**src/rtl/cal_trim_ctrl.sv**
```systemverilog
// Divider trim calibration controller: binary-search trim against a frequency comparator.
// Optional continuous +/-1 tracking while locked is enabled by defining CAL_TRACK_EN.
module cal_trim_ctrl #(
  parameter int TRIM_WIDTH    = 8,
  parameter int TRIM_INIT     = 128,
  parameter int SETTLE_CYCLES = 16,
  parameter int MAX_ITER      = 64,
  parameter int MEAS_TIMEOUT  = 4096
) (
  input  logic                  clk,
  input  logic                  rst_n,
  input  logic                  start,
  input  logic                  ref_faster,
  input  logic                  div_faster,
  input  logic                  equal,
  output logic [TRIM_WIDTH-1:0] trim_code,
  output logic                  cnt_clear,
  output logic                  busy,
  output logic                  locked,
  output logic                  cal_error,
  output logic [7:0]            iter_count
);

  // state   | meaning
  // IDLE    | waiting for start
  // CLEAR   | one-cycle counter restart pulse
  // SETTLE  | ignore comparator while counters fill
  // MEASURE | wait for a comparator decision (timeout guarded)
  // ADJUST  | apply step to trim, halve step
  // LOCKED  | trim matched; holds (or tracks by +/-1)
  // FAIL    | bound hit, iteration limit or timeout

  localparam int TMR_MAX = (SETTLE_CYCLES > MEAS_TIMEOUT) ? SETTLE_CYCLES : MEAS_TIMEOUT;
  localparam int TMR_W   = $clog2(TMR_MAX + 1);
  localparam logic [TRIM_WIDTH-1:0] TRIM_MAX  = '1;
  localparam logic [TRIM_WIDTH-1:0] TRIM_RST  = TRIM_WIDTH'(TRIM_INIT);
  localparam logic [TRIM_WIDTH-1:0] STEP_RST  = TRIM_WIDTH'(1) << (TRIM_WIDTH - 2);
  localparam logic [TMR_W-1:0]      SETTLE_LD = TMR_W'(SETTLE_CYCLES - 1);
  localparam logic [TMR_W-1:0]      MEAS_LD   = TMR_W'(MEAS_TIMEOUT - 1);
  localparam logic [8:0]            ITER_LIM  = 9'(MAX_ITER);

  typedef enum logic [2:0] {IDLE, CLEAR, SETTLE, MEASURE, ADJUST, LOCKED, FAIL} state_t;

  state_t                state;
  logic [TRIM_WIDTH-1:0] step;
  logic [TMR_W-1:0]      tmr;
  logic                  dir_up;

  logic [TRIM_WIDTH:0]   sum_ext;
  logic [TRIM_WIDTH-1:0] trim_up, trim_dn;
  logic [7:0]            iter_next;
  logic                  at_bound, restart;

  always_comb begin
    sum_ext   = {1'b0, trim_code} + {1'b0, step};
    trim_up   = sum_ext[TRIM_WIDTH] ? TRIM_MAX : sum_ext[TRIM_WIDTH-1:0];
    trim_dn   = (trim_code < step) ? '0 : trim_code - step;
    iter_next = iter_count + 8'd1;
    at_bound  = dir_up ? (trim_code == TRIM_MAX) : (trim_code == '0);
    restart   = start && (state == IDLE || state == LOCKED || state == FAIL);
  end

`ifdef CAL_TRACK_EN
  logic                  trk_meas;
  logic [TRIM_WIDTH-1:0] trk_up, trk_dn;

  always_comb begin
    trk_up = (trim_code == TRIM_MAX) ? trim_code : trim_code + TRIM_WIDTH'(1);
    trk_dn = (trim_code == '0) ? trim_code : trim_code - TRIM_WIDTH'(1);
  end
`endif

  always_ff @(posedge clk or negedge rst_n) begin
    if (!rst_n) begin
      state      <= IDLE;
      trim_code  <= TRIM_RST;
      step       <= STEP_RST;
      tmr        <= '0;
      dir_up     <= 1'b0;
      iter_count <= '0;
      cnt_clear  <= 1'b0;
      busy       <= 1'b0;
      locked     <= 1'b0;
      cal_error  <= 1'b0;
`ifdef CAL_TRACK_EN
      trk_meas   <= 1'b0;
`endif
    end else begin
      cnt_clear <= 1'b0;
      if (restart) begin
        state      <= CLEAR;
        trim_code  <= TRIM_RST;
        step       <= STEP_RST;
        iter_count <= '0;
        locked     <= 1'b0;
        cal_error  <= 1'b0;
        busy       <= 1'b1;
        cnt_clear  <= 1'b1;
      end else begin
        case (state)
          IDLE, FAIL: ;
          CLEAR: begin
            state <= SETTLE;
            tmr   <= SETTLE_LD;
          end
          SETTLE: begin
            if (tmr == '0) begin
              state <= MEASURE;
              tmr   <= MEAS_LD;
            end else begin
              tmr <= tmr - 1'b1;
            end
          end
          MEASURE: begin
            if (equal && !ref_faster && !div_faster) begin
              state  <= LOCKED;
              busy   <= 1'b0;
              locked <= 1'b1;
`ifdef CAL_TRACK_EN
              cnt_clear <= 1'b1;
`endif
            end else if (ref_faster ^ div_faster) begin
              dir_up <= ref_faster;
              state  <= ADJUST;
            end else if (tmr == '0) begin
              state     <= FAIL;
              busy      <= 1'b0;
              cal_error <= 1'b1;
            end else begin
              tmr <= tmr - 1'b1;
            end
          end
          ADJUST: begin
            if (at_bound) begin
              state     <= FAIL;
              busy      <= 1'b0;
              cal_error <= 1'b1;
            end else begin
              trim_code  <= dir_up ? trim_up : trim_dn;
              step       <= (step > TRIM_WIDTH'(1)) ? (step >> 1) : step;
              iter_count <= iter_next;
              if ({1'b0, iter_next} >= ITER_LIM) begin
                state     <= FAIL;
                busy      <= 1'b0;
                cal_error <= 1'b1;
              end else begin
                state     <= CLEAR;
                cnt_clear <= 1'b1;
              end
            end
          end
          LOCKED: begin
`ifdef CAL_TRACK_EN
            // Tracking reuses the settle timer; a pending clear pulse restarts the window.
            if (cnt_clear) begin
              tmr      <= SETTLE_LD;
              trk_meas <= 1'b0;
            end else if (!trk_meas) begin
              if (tmr == '0) trk_meas <= 1'b1;
              else           tmr <= tmr - 1'b1;
            end else if (ref_faster ^ div_faster) begin
              trim_code <= ref_faster ? trk_up : trk_dn;
              cnt_clear <= 1'b1;
            end else if (equal && !ref_faster && !div_faster) begin
              cnt_clear <= 1'b1;
            end
`endif
          end
          default: state <= IDLE;
        endcase
      end
    end
  end

endmodule
```
**config.mk**
```make
export PLATFORM = sky130hd
export DESIGN_NAME = cal_trim_ctrl
export DESIGN_NICKNAME = d
export VERILOG_FILES = /design/src/rtl/cal_trim_ctrl.sv
export SDC_FILE = /design/constraint.sdc
export NUM_CORES = 1
export LEC_CHECK = 0
export ABC_AREA = 1
export ABC_CLOCK_PERIOD_IN_PS = 1800
export CORE_UTILIZATION = 35
export CTS_CLUSTER_DIAMETER = 50
export CTS_CLUSTER_SIZE = 20
export DETAILED_ROUTE_END_ITERATION = 8
export HOLD_SLACK_MARGIN = 0.02
export SLEW_MARGIN = 10
export SYNTH_ARGS = -nofsm -noshare
export SYNTH_HDL_FRONTEND = slang
export SYNTH_SLANG_ARGS = --single-unit
```
**constraint.sdc**
```tcl
create_clock -name clk -period 1.8 [get_ports clk]
set_input_delay 0.36 -clock clk [delete_from_list [all_inputs] [get_ports clk]]
set_output_delay 0.36 -clock clk [all_outputs]
set_load 0.03 [all_outputs]
```
==> results of run 1 <==
[through the flow]
| step | setup TNS, ns | worst slack (ns) | hold WS [ns] | area (sq um) |
|---|---|---|---|---|
| 6_report | -0.299 | -0.0931 | 0.0251 | 4370 |
| 2_1_floorplan | -0.00489 | -0.00489 | 0.0644 | 3260 |
| 3_5_place_dp | -1.25 | -0.143 | 0.368 | 4050 |
| 5_1_grt | -1.04 | -0.193 | 0.0481 | 4370 |
| 4_1_cts | -0.203 | -0.0690 | 0.0407 | 4180 |
| 3_3_place_gp | -1.01 | -0.149 | 0.362 | 4050 |
[sequential cells by signal, indices dropped and copies added, names as in the netlist]
register,flops
iter_count,8
step,7
tmr,13
busy,1
cal_error,1
locked,1
state,3
trim_code,8
dir_up,1
cnt_clear,1
[routing by layer]
layer,GRT usage (%),vias up,routed length [um]
met5,0,-,0
met4,4.20,0,34
met3,2.52,2,288
met2,29.4,60,4060
met1,26.2,1500,4390
li1,-,1644,-
[worst paths after layout]
check	from	endpoint	slack, ns	cells past startpoint
worst max-delay path	trim_code[0]	trim_code[1]	-0.09	12
worst min-delay path	rst_n	trim_code[6]	0.03	2
worst max register to register	trim_code[0]	trim_code[1]	-0.09	12
worst min register to register	busy	busy	0.49	2
max in group asynchronous	rst_n	step[6]	1.51	2
min in group clk	busy	busy	0.49	2
[final cells by class]
| type | count | area [sq um] |
|---|---|---|
| inverters | 57 | 219 |
| multi-input cells | 345 | 2020 |
| flip-flops and latches | 44 | 1110 |
| clock inverters | 1 | 7.51 |
| repair buffers | 93 | 791 |
| clock buffers | 7 | 86.3 |
| well taps | 108 | 135 |
| fillers | 857 | 4430 |
[where the power goes]
group / switching [mW] / internal (mW)
Sequential: 0.228 / 1.24
Clock: 0.361 / 0.313
Combinational: 2.64 / 1.94
[kinds of logic after synthesis]
logic type / share of synthesized area, %
buffers and inverters: 8.49
adders and majority gates: 7.51
and+or+nand+nor: 36.4
xor gates and xnor gates: 4.11
AOI/OAI and AO/OA: 9.00
DFF: 34.5
[worst reg2reg max path: cells and delay by family, from the launching register on]
family,cells,cell delay [ns]
fa+ha+maj,2,0.51
buf+inv,2,0.13
simple gates,7,0.59
compound gates,1,0.10
flops,1,0.44
[cell usage in the layout, fill, tap and decap left out, types with 8 or more instances in the layout]
master | netlist | final
o21ai_1 | 13 | 15
nand3_2 | 0 | 8
a21oi_1 | 15 | 12
nor2_2 | 2 | 8
nand4_1 | 13 | 13
nand2_2 | 4 | 8
inv_1 | 51 | 46
o21ai_0 | 14 | 11
nor2_1 | 40 | 31
buf_4 | 4 | 64
clkdlybuf4s50_1 | 0 | 12
inv_2 | 5 | 9
dlygate4sd2_1 | 0 | 8
ha_1 | 16 | 8
dfrtp_1 | 42 | 36
xor2_1 | 12 | 12
nand2_1 | 142 | 137
nand3_1 | 43 | 35
[timing repair]
| action | CTS | global route |
|---|---|---|
| buffers inserted | 1 | 9 |
| endpoints found under the hold margin | 0 | 0 |
| setup endpoints to repair | 16 | 43 |
| pin swaps | 7 | 11 |
| resized for setup | 21 | 31 |
==> metrics.md, run 1 <==
| Metric | Value |
|---|---|
| Status | `finished, violations left` |
| Violated checks | `DRC, setup timing` |
| Via density | `between 4 and 5` |
| Cell taking the most area after synthesis | `dfrtp_1` |
| Vias in the first global route | `3000` |
| Die H | `97.6 um` |
| Synth top area cells | `dfrtp_1, nand2_1, nand3_1, ha_1, inv_1` |
| CTS tree | `built` |
| Max-cap violation count | `0` |
| RSZ-0062 raised after global routing | `true` |
| Antenna violations before repair | `0` |
| Largest net degree at the start of global routing | `45` |
| CORE AREA | `a little under 9000 sq um` |
| Peak supply drop | `between 0.5 and 0.6 mV` |
| WL final | `roughly 9000 um` |
| Yosys reg bits | `between 40 and 50` |
| Avg Inst Size Synth | `between 7 and 8 sq um` |
| Placer Congestion | `approximately 0.94` |
| Critical path cell sequence | `inv_2 > ha_4 > inv_2 > fa_2 > nand3_2 > nand2_2 > nand3_2 > nand2_2 > nor2_4 > nor2_4 > o211ai_1 > nand2_1` |
| Finished Layout Cells | `655` |
| Remaining global-route overflow | `0` |
| Sequential share of the synthesized area | `roughly 34%` |
| Worst min-delay path class | `in -> async` |
| I/O Buffers | `25` |
| Avg WL per Cell | `~13 um` |
| Placed cells | `~640` |
| Power Dens Cells | `1540 nW/um^2` |
| Synth warn | `0` |
| Startpoint class of the critical path | `register` |
| CTS Sinks | `44` |
| Mapped Area | `between 3000 and 4000 sq um` |
| Tot GR Track Use | `between 10% and 20%` |
| Worst stage delay on the critical path | `0.44 ns` |
| Die W | `between 90 and 100 um` |
| Initial Util | `36.3%` |
| Clock Skews | `0.0115 ns` |
| # DRC | `8` |
| Actual slew at the worst max-slew pin | `approximately 0.41 ns` |
| Top-area cell type share of the netlist area | `between 30% and 40%` |
| Synth Instances | `455` |
| Die area | `around 9500 sq um` |
| H-tree level count | `2` |
| Period Utilization, post-route | `105%` |
| CP required | `1.98 ns` |
| Final Util | `49.7%` |
| I/O pins | `26` |
| Crit path DAT | `between 2 and 2.5 ns` |
| Async SR Flop Fraction | `between 90% and 100%` |
| Critical path buffers and inverters | `2` |
| CP delay by family, top | `simple AND/OR/NAND/NOR gates` |
| Slew headroom | `72.7%` |
| Longest Clk Path Bufs | `2` |
| P&R area growth vs syn | `36.7%` |
| Max-slew violation count | `0` |
| Clock root cell | `clkbuf_8` |
| CP endpoint kind | `register` |
| Hold Buf Count CTS | `0` |
| ANT nets after route | `0` |
| Iter 0 DRT Violations | `between 150 and 200` |
| Most used DFF post-synth | `dfrtp_1` |
| Peak Freq | `around 530 MHz` |
| Final Hold Violating Endpoints | `0` |
| Rows | `34` |
| Syn nets | `about 480` |
| Clock Latency Late Sink | `0.30 ns` |
| Critical Path Slowest Stage Cell | `dfrtp_2` |
| CTS Buf Count | `5` |
| Min Tclk post-route | `around 1.9 ns` |
| Share of layout cells above drive strength 1 | `27.2%` |
| First-pass GRT wire length | `between 10000 and 15000 um` |
| Count leader, synth | `nand2_1` |
| Nets@finish | `570` |
| Vias post-DR | `between 3000 and 4000` |
| EDFF count, synth | `0` |
| Total iterations of the first detailed-routing run | `6` |
| Final Setup Violations | `7` |
| Lkg Pwr | `2.33 nW` |
| Critical path peak fanout | `5` |
| Distinct cells, synth | `35` |
| Synth cell count leaders | `nand2_1, inv_1, nand3_1` |
| Critical path class | `reg -> reg` |
| Reg clk slew, reported paths | `approximately 0.08 ns` |
| Overall power | `6.72 mW` |
| Hpwl dp | `around 6600 um` |
| Ant diodes | `0` |
| Worst Setup Slack, final | `-0.0931 ns` |
Note: power is estimated with default switching activity, not from simulation.
==> run 2, diff against run 1 <==
- ABC_CLOCK_PERIOD_IN_PS: 1800 -> 2000
- CTS_CLUSTER_SIZE: 20 -> 40
- SKIP_LAST_GASP: default -> 1
- clock period: 1.8 -> 2 ns (I/O delays scaled with it)
==> run 2 against run 1 <==
  * The run ends with DRC left
  * Non-clock buffer count is 31 lower
  * Critical endpoint unchanged
  * Largest power group unchanged
  * Global-route usage is 0.17 points lower
  * Worst setup slack better by 0.13 ns
  * Sequential power is 12% lower
  * Combinational power is 20% lower
  * Utilization is 4.5 points lower
  * Cell count is 4.7% lower
  * Via count is 3.6% lower
  * Fmax is 3.6% lower
  * Critical path depth is 1 lower
  * Wire length is 4.0% lower
==> metrics.md, run 2 (same netlist as run 1, synthesis figures left out) <==
| Metric | Value |
|---|---|
| RSZ-0062 raised after global routing | `true` |
| Final Setup Violations | `0 (-7)` |
| Peak Freq | `509 MHz (-3.6%)` |
| Startpoint class of the critical path | `register` |
| Min Tclk post-route | `1.96 ns (+0.0698 ns)` |
| CTS Sinks | `44 (unchanged)` |
| Iter 0 DRT Violations | `223 (+22%)` |
| Slew headroom | `58.5% (-14 points)` |
| ANT nets after route | `0 (unchanged)` |
| Vias post-DR | `3091 (-3.6%)` |
| CP endpoint kind | `register` |
| Commonest non-fill, non-tap cell in the layout | `nand2_1` |
| Vias in the first global route | `2852 (-4.9%)` |
| WL final | `8430 um (-4.0%)` |
| Die H | `97.6 um (unchanged)` |
| Final Hold Violating Endpoints | `0 (unchanged)` |
| Metal2 WL | `3810 um (-6.2%)` |
| Largest net degree at the start of global routing | `28 (-38%)` |
| Max-slew violation count | `0 (unchanged)` |
| Worst min-delay path class | `in -> async` |
| Cell Area, Placed | `3760 sq um (-6.9%)` |
| Crit path DAT | `2.14 ns (+0.06 ns)` |
| I/O pins | `26 (unchanged)` |
| Share of layout cells above drive strength 1 | `17.4% (-9.8 points)` |
| Antenna violations before repair | `0 (unchanged)` |
| Die W | `97.6 um (unchanged)` |
| Longest Clk Path Bufs | `2 (unchanged)` |
| Clock root cell | `clkbuf_8` |
| CP required | `2.18 ns (+0.20 ns)` |
| Ant diodes | `0 (unchanged)` |
| Clock Latency Late Sink | `0.30 ns (about the same)` |
| Via density | `4.95 (+1.2%)` |
| CTS tree | `built` |
| Critical path class | `reg -> reg` |
| Lkg Pwr | `2.06 nW (-12%)` |
| H-tree level count | `2 (unchanged)` |
| Rows | `34 (unchanged)` |
| Violated checks | `DRC` |
| Actual slew at the worst max-slew pin | `0.623 ns (+0.217 ns)` |
| Post-layout instance area | `3980 sq um (-9.1%)` |
| Fillers | `877 (+2.3%)` |
| Critical path peak fanout | `5 (unchanged)` |
| Period Utilization, post-route | `98.1% (-7.0 points)` |
| Routed length on met1 | `4230 um (-3.6%)` |
| Remaining global-route overflow | `0 (unchanged)` |
| Most flop-heavy register | `tmr` |
| P&R area growth vs syn | `24.2%` |
| Total iterations of the first detailed-routing run | `7 (+1)` |
| Power Dens Cells | `1430 nW/um^2 (-7.2%)` |
| CORE AREA | `8810 sq um (unchanged)` |
| Wire length on met3 | `336 um (+17%)` |
| Top Metal Used | `met4` |
| I/O Buffers | `25 (unchanged)` |
| Reg clk slew, reported paths | `0.09 ns (about the same)` |
| Regs by FF count | `tmr: 13 flops, iter_count: 8 flops, trim_code: 8 flops` |
| First-pass GRT wire length | `13900 um (-1.8%)` |
| Nets@finish | `539 (-5.4%)` |
| Placer Congestion | `0.975 (+3.6%)` |
| Worst hold slack | `0.105 ns (+0.0803 ns)` |
| Initial Util | `36.3% (unchanged)` |
| Commonest non-fill, non-tap cells in the layout | `nand2_1, inv_1, nand3_1` |
| # DRC | `6 (-2)` |
| CTS Buf Count | `5 (unchanged)` |
| Max reg flops | `13 (unchanged)` |
| Tot GR Track Use | `18.2% (-0.17 points)` |
| Clock Skews | `0.0163 ns (+0.00481 ns)` |
| Peak supply drop | `0.645 mV (+16%)` |
| Hpwl dp | `6560 um (-0.56%)` |
| Die area | `9530 sq um (unchanged)` |
| Status | `finished, violations left` |
| Avg WL per Cell | `13.5 um (+0.81%)` |
| Max-cap violation count | `0 (unchanged)` |
==> run 2: changes by cell type in the layout (fill, tap and decap cells not counted), moves of 6 or more <==
| cell | previous run | this run |
|---|---|---|
| nand3_2 | 8 | 2 |
| nand3_1 | 35 | 41 |
| buf_4 | 64 | 37 |
| dlygate4sd2_1 | 8 | 1 |
| clkdlybuf4s50_1 | 12 | 23 |
| nor2_1 | 31 | 37 |
==> run 2: path summary, 6_finish.rpt <==
| check | to | slack [ns] | startpoint | cells after the start |
|---|---|---|---|---|
| setup reg to reg | trim_code[1] | 0.04 | step[3] | 11 |
| max in group asynchronous | tmr[8] | 1.29 | rst_n | 2 |
| min in group clk | tmr[1] | 0.49 | tmr[1] | 2 |
| hold / removal | iter_count[6] | 0.11 | rst_n | 1 |
| hold reg to reg | tmr[1] | 0.49 | tmr[1] | 2 |
| setup / recovery | trim_code[1] | 0.04 | step[3] | 11 |
==> run 2: through the flow <==
step	TNS, ns	instances	util (%)	setup slack, ns	power, mW
after global placement	-0.000935	611	42.8	-0.000935	4.81
after CTS	-0.0118	619	44.0	-0.0118	5.52
after global routing	-0.113	624	45.1	-0.0409	6.16
final	0	624	45.1	0.0372	5.67
after detailed placement	-0.0188	611	42.8	-0.0118	4.82
after floorplan	0	455	-	0.0349	3.63
==> run 2: worst max-delay path, cell delays in order, from the launching register on <==
cell and delay (ns):
dfrtp_1 0.39, inv_1 0.10, ha_1 0.28, buf_4 0.17, a21oi_1 0.22, nand2_2 0.11
nand3_2 0.09, nand2_2 0.08, nor2_4 0.16, nor2_4 0.07, o211ai_1 0.09, nand2_1 0.07
==> run 2: repair_timing <==
action	CTS	global route
pin swaps	0	2
hold endpoints to repair	0	0
endpoints found under the setup margin	4	8
resized for setup	2	23
cloned	0	0
hold buffers	0	0
setup buffers	0	5
==> run 2: area by class of cell <==
type,count,area (sq um),area share [%]
well taps,108,135,3.40
clock inverters,2,35.0,0.881
repair buffers,62,522,13.1
flip-flops and latches,44,1110,27.8
clock buffers,6,72.6,1.83
inverters,57,216,5.45
multi-input cells,345,1890,47.5
==> run 2: power breakdown <==
part | internal [mW] | switching [mW]
combinational | 1.42 | 2.27
clock | 0.371 | 0.306
sequential | 1.11 | 0.195
==> run 2: routing by layer <==
| layer | track usage (%) | up-vias |
|---|---|---|
| met4 | 3.50 | 0 |
| met3 | 2.45 | 5 |
| li1 | - | 1581 |
| met1 | 26.7 | 1435 |
| met2 | 28.5 | 70 |
| met5 | 0 | - |
==> run 3, diff against run 2 <==
- CORE_UTILIZATION: 35 -> 55
- DONT_BUFFER_PORTS: default -> 1
- PLACE_DENSITY: default -> 0.7
==> run 3 against run 2 <==
  * The run ends with setup timing left
  * Global-route usage grew 9.8 points
  * Cell count fell by 9.8%
  * Utilization grew 22 points
  * Count of clock-buffer cells in the layout did not move
  * Worst setup slack got worse by 0.049 ns
  * Combinational power shrank 9.2%
  * Register-to-register slack worse by 0.05 ns
  * Die area down 36%
  * First-iteration DRC count fell by 17%
  * Sequential cell count is the same
  * Critical path type unchanged
==> metrics.md, run 3 (same netlist as run 1, synthesis figures left out) <==
| Metric | Value |
|---|---|
| Status | `finished, violations left` |
| Violated checks | `setup timing` |
| Max-cap violation count | `0 (unchanged)` |
| Area occupied by multi-input gates | `1890 sq um (+0.20%)` |
| FF-to-FF End | `trim_code[3]` |
| Longest Clk Path Bufs | `2 (unchanged)` |
| Most flop-heavy register | `tmr` |
| Lkg Pwr | `1.99 nW (-3.4%)` |
| Remaining global-route overflow | `0 (unchanged)` |
| Nets@finish | `514 (-4.6%)` |
| First-pass GRT wire length | `13300 um (-4.4%)` |
| Share of layout cells above drive strength 1 | `17.5% (+0.073 points)` |
| CP required | `2.25 ns (+0.07 ns)` |
| WL final | `8210 um (-2.6%)` |
| Critical path class | `reg -> reg` |
| Rows | `27 (-21%)` |
| FF-to-FF Start | `step[6]` |
| Die W | `78.3 um (-20%)` |
| H-tree level count | `2 (unchanged)` |
| Initial Util | `57.7% (+21 points)` |
| Clock root cell | `clkbuf_8` |
| ANT nets after route | `0 (unchanged)` |
| Max reg flops | `13 (unchanged)` |
| Slew headroom | `73.4% (+15 points)` |
| Peak Freq | `497 MHz (-2.4%)` |
| Fillers | `486 (-45%)` |
| Vias post-DR | `3043 (-1.6%)` |
| Crit path DAT | `2.26 ns (+0.12 ns)` |
| Iter 0 DRT Violations | `184 (-17%)` |
| Die area | `6130 sq um (-36%)` |
| Critical Path Slowest Stage Cell | `dfstp_2` |
| Startpoint class of the critical path | `register` |
| Antenna violations before repair | `0 (unchanged)` |
| CTS tree | `built` |
| WHS Endpoint | `dir_up` |
| Clock Skews | `0.0112 ns (-0.00505 ns)` |
| Period Utilization, post-route | `101% (+2.4 points)` |
| Hold Path Origin | `ref_faster` |
| Final Hold Violating Endpoints | `0 (unchanged)` |
| Final Util | `67.3% (+22 points)` |
| CORE AREA | `5540 sq um (-37%)` |
| Ant diodes | `0 (unchanged)` |
| Vias in the first global route | `2944 (+3.2%)` |
| Critical path cell sequence | `inv_1 > ha_4 > inv_1 > nor2_1 > a21oi_1 > nand2_1 > nor2_2 > nor2_2 > nand3_1 > nand2_1` |
| R2R depth | `10 (-1)` |
| Via density | `5.40 (+9.1%)` |
| Hpwl dp | `6010 um (-8.4%)` |
| Total iterations of the first detailed-routing run | `5 (-2)` |
| Commonest non-fill, non-tap cell in the layout | `nand2_1` |
| Worst min-delay path class | `in -> reg` |
| CP delay by family, top | `simple AND/OR/NAND/NOR gates` |
| RSZ-0062 raised after global routing | `true` |
| Hold depth | `1` |
| Largest net degree at the start of global routing | `45 (+61%)` |
| Placer Congestion | `1.03 (+5.9%)` |
| Critical path buffers and inverters | `2 (unchanged)` |
| FF/Latch Area | `1100 sq um (-0.23%)` |
| Worst R2R Setup Slack | `-0.01 ns (-0.05 ns)` |
| Post-layout instance area | `3730 sq um (-6.3%)` |
| CP endpoint kind | `register` |
| Cell Area, Placed | `3460 sq um (-8.1%)` |
| Die H | `78.3 um (-20%)` |
| # DRC | `0 (-6)` |
| CTS Buf Count | `5 (unchanged)` |
| Avg WL per Cell | `14.6 um (+8.0%)` |
| I/O pins | `26 (unchanged)` |
| Worst stage delay on the critical path | `0.57 ns (+0.18 ns)` |
| Final Setup Violations | `1 (+1)` |
| Power Dens Cells | `1470 nW/um^2 (+3.2%)` |
| CTS Sinks | `44 (unchanged)` |
| Worst Setup Slack, final | `-0.0117 ns (-0.0489 ns)` |
| Commonest non-fill, non-tap cells in the layout | `nand2_1, inv_1, nand3_1, dfrtp_1, nor2_1` |
| I/O Buffers | `0 (-100%)` |
| Reg clk slew, reported paths | `0.10 ns (about the same)` |
| P&R area growth vs syn | `16.5%` |
| Peak supply drop | `0.822 mV (+27%)` |
| Regs by FF count | `tmr: 13 flops, iter_count: 8 flops, trim_code: 8 flops` |
| Actual slew at the worst max-slew pin | `0.398 ns (-0.225 ns)` |
| Max-slew violation count | `0 (unchanged)` |
| Critical path peak fanout | `7 (+2)` |
| Min Tclk post-route | `2.01 ns (+0.0489 ns)` |
| Clock Latency Late Sink | `0.31 ns (about the same)` |
| Tot GR Track Use | `28.0% (+9.8 points)` |
-- run 3: per-stage QoR --
step	hold WS [ns]	instances	setup WS [ns]	total power, mW	TNS [ns]
finish	0.252	563	-0.0117	5.48	-0.0117
CTS	0.247	558	0.0323	5.23	0
floorplan	0.104	455	0.0349	3.63	0
detailed placement	0.105	548	0.0182	4.45	0
global placement	0.105	548	0.0222	4.40	0
global route	0.253	563	-0.0979	5.89	-0.562
-- run 3: cell type report --
type / count / area share [%]
Multi-Input combinational cell: 345 / 50.8
Sequential cell: 44 / 29.6
Timing Repair Buffer: 37 / 8.06
Inverter: 57 / 5.88
Tap cell: 72 / 2.42
Clock buffer: 6 / 2.22
Clock inverter: 2 / 1.04
-- run 3: worst max path at each step --
stage | startpoint | end | slack (ns) | cells after the start
6_report | step[6] | trim_code[3] | -0.01 | 10
5_1_grt | step[6] | trim_code[1] | -0.1 | 10
4_1_cts | trim_code[0] | trim_code[3] | 0.03 | 12
3_5_place_dp | step[6] | trim_code[3] | 0.02 | 10
3_3_place_gp | trim_code[0] | trim_code[1] | 0.02 | 12
2_1_floorplan | trim_code[0] | trim_code[1] | 0.03 | 12
-- run 3: worst reg2reg max path, stage by stage, from the launching register on --
cell and delay [ns]:
dfstp_2 0.57, inv_1 0.09, ha_4 0.32, inv_1 0.09, nor2_1 0.21, a21oi_1 0.14
nand2_1 0.09, nor2_2 0.05, nor2_2 0.20, nand3_1 0.15, nand2_1 0.08
-- run 3: what timing repair did --
action	in CTS	in global routing
resized for setup	1	21
hold endpoints to repair	44	0
hold buffers	2	0
pin swaps	0	3
setup endpoints to repair	1	25
setup buffers	0	5
-- run 3: metal layers --
layer / global-route usage [%] / up-vias / part of all wire [%]
li1: - / 1523 / -
met5: 0 / - / 0
met1: 32.1 / 1397 / 42
met2: 50.4 / 101 / 51
met3: 5.00 / 22 / 5.1
met4: 12.8 / 0 / 2.2
-- run 3: power breakdown --
group	switching, mW	internal [mW]	leakage [nW]	total [mW]
registers	0.292	1.11	0.573	1.40
clock network	0.334	0.409	0.0614	0.744
logic	2.13	1.20	1.36	3.34
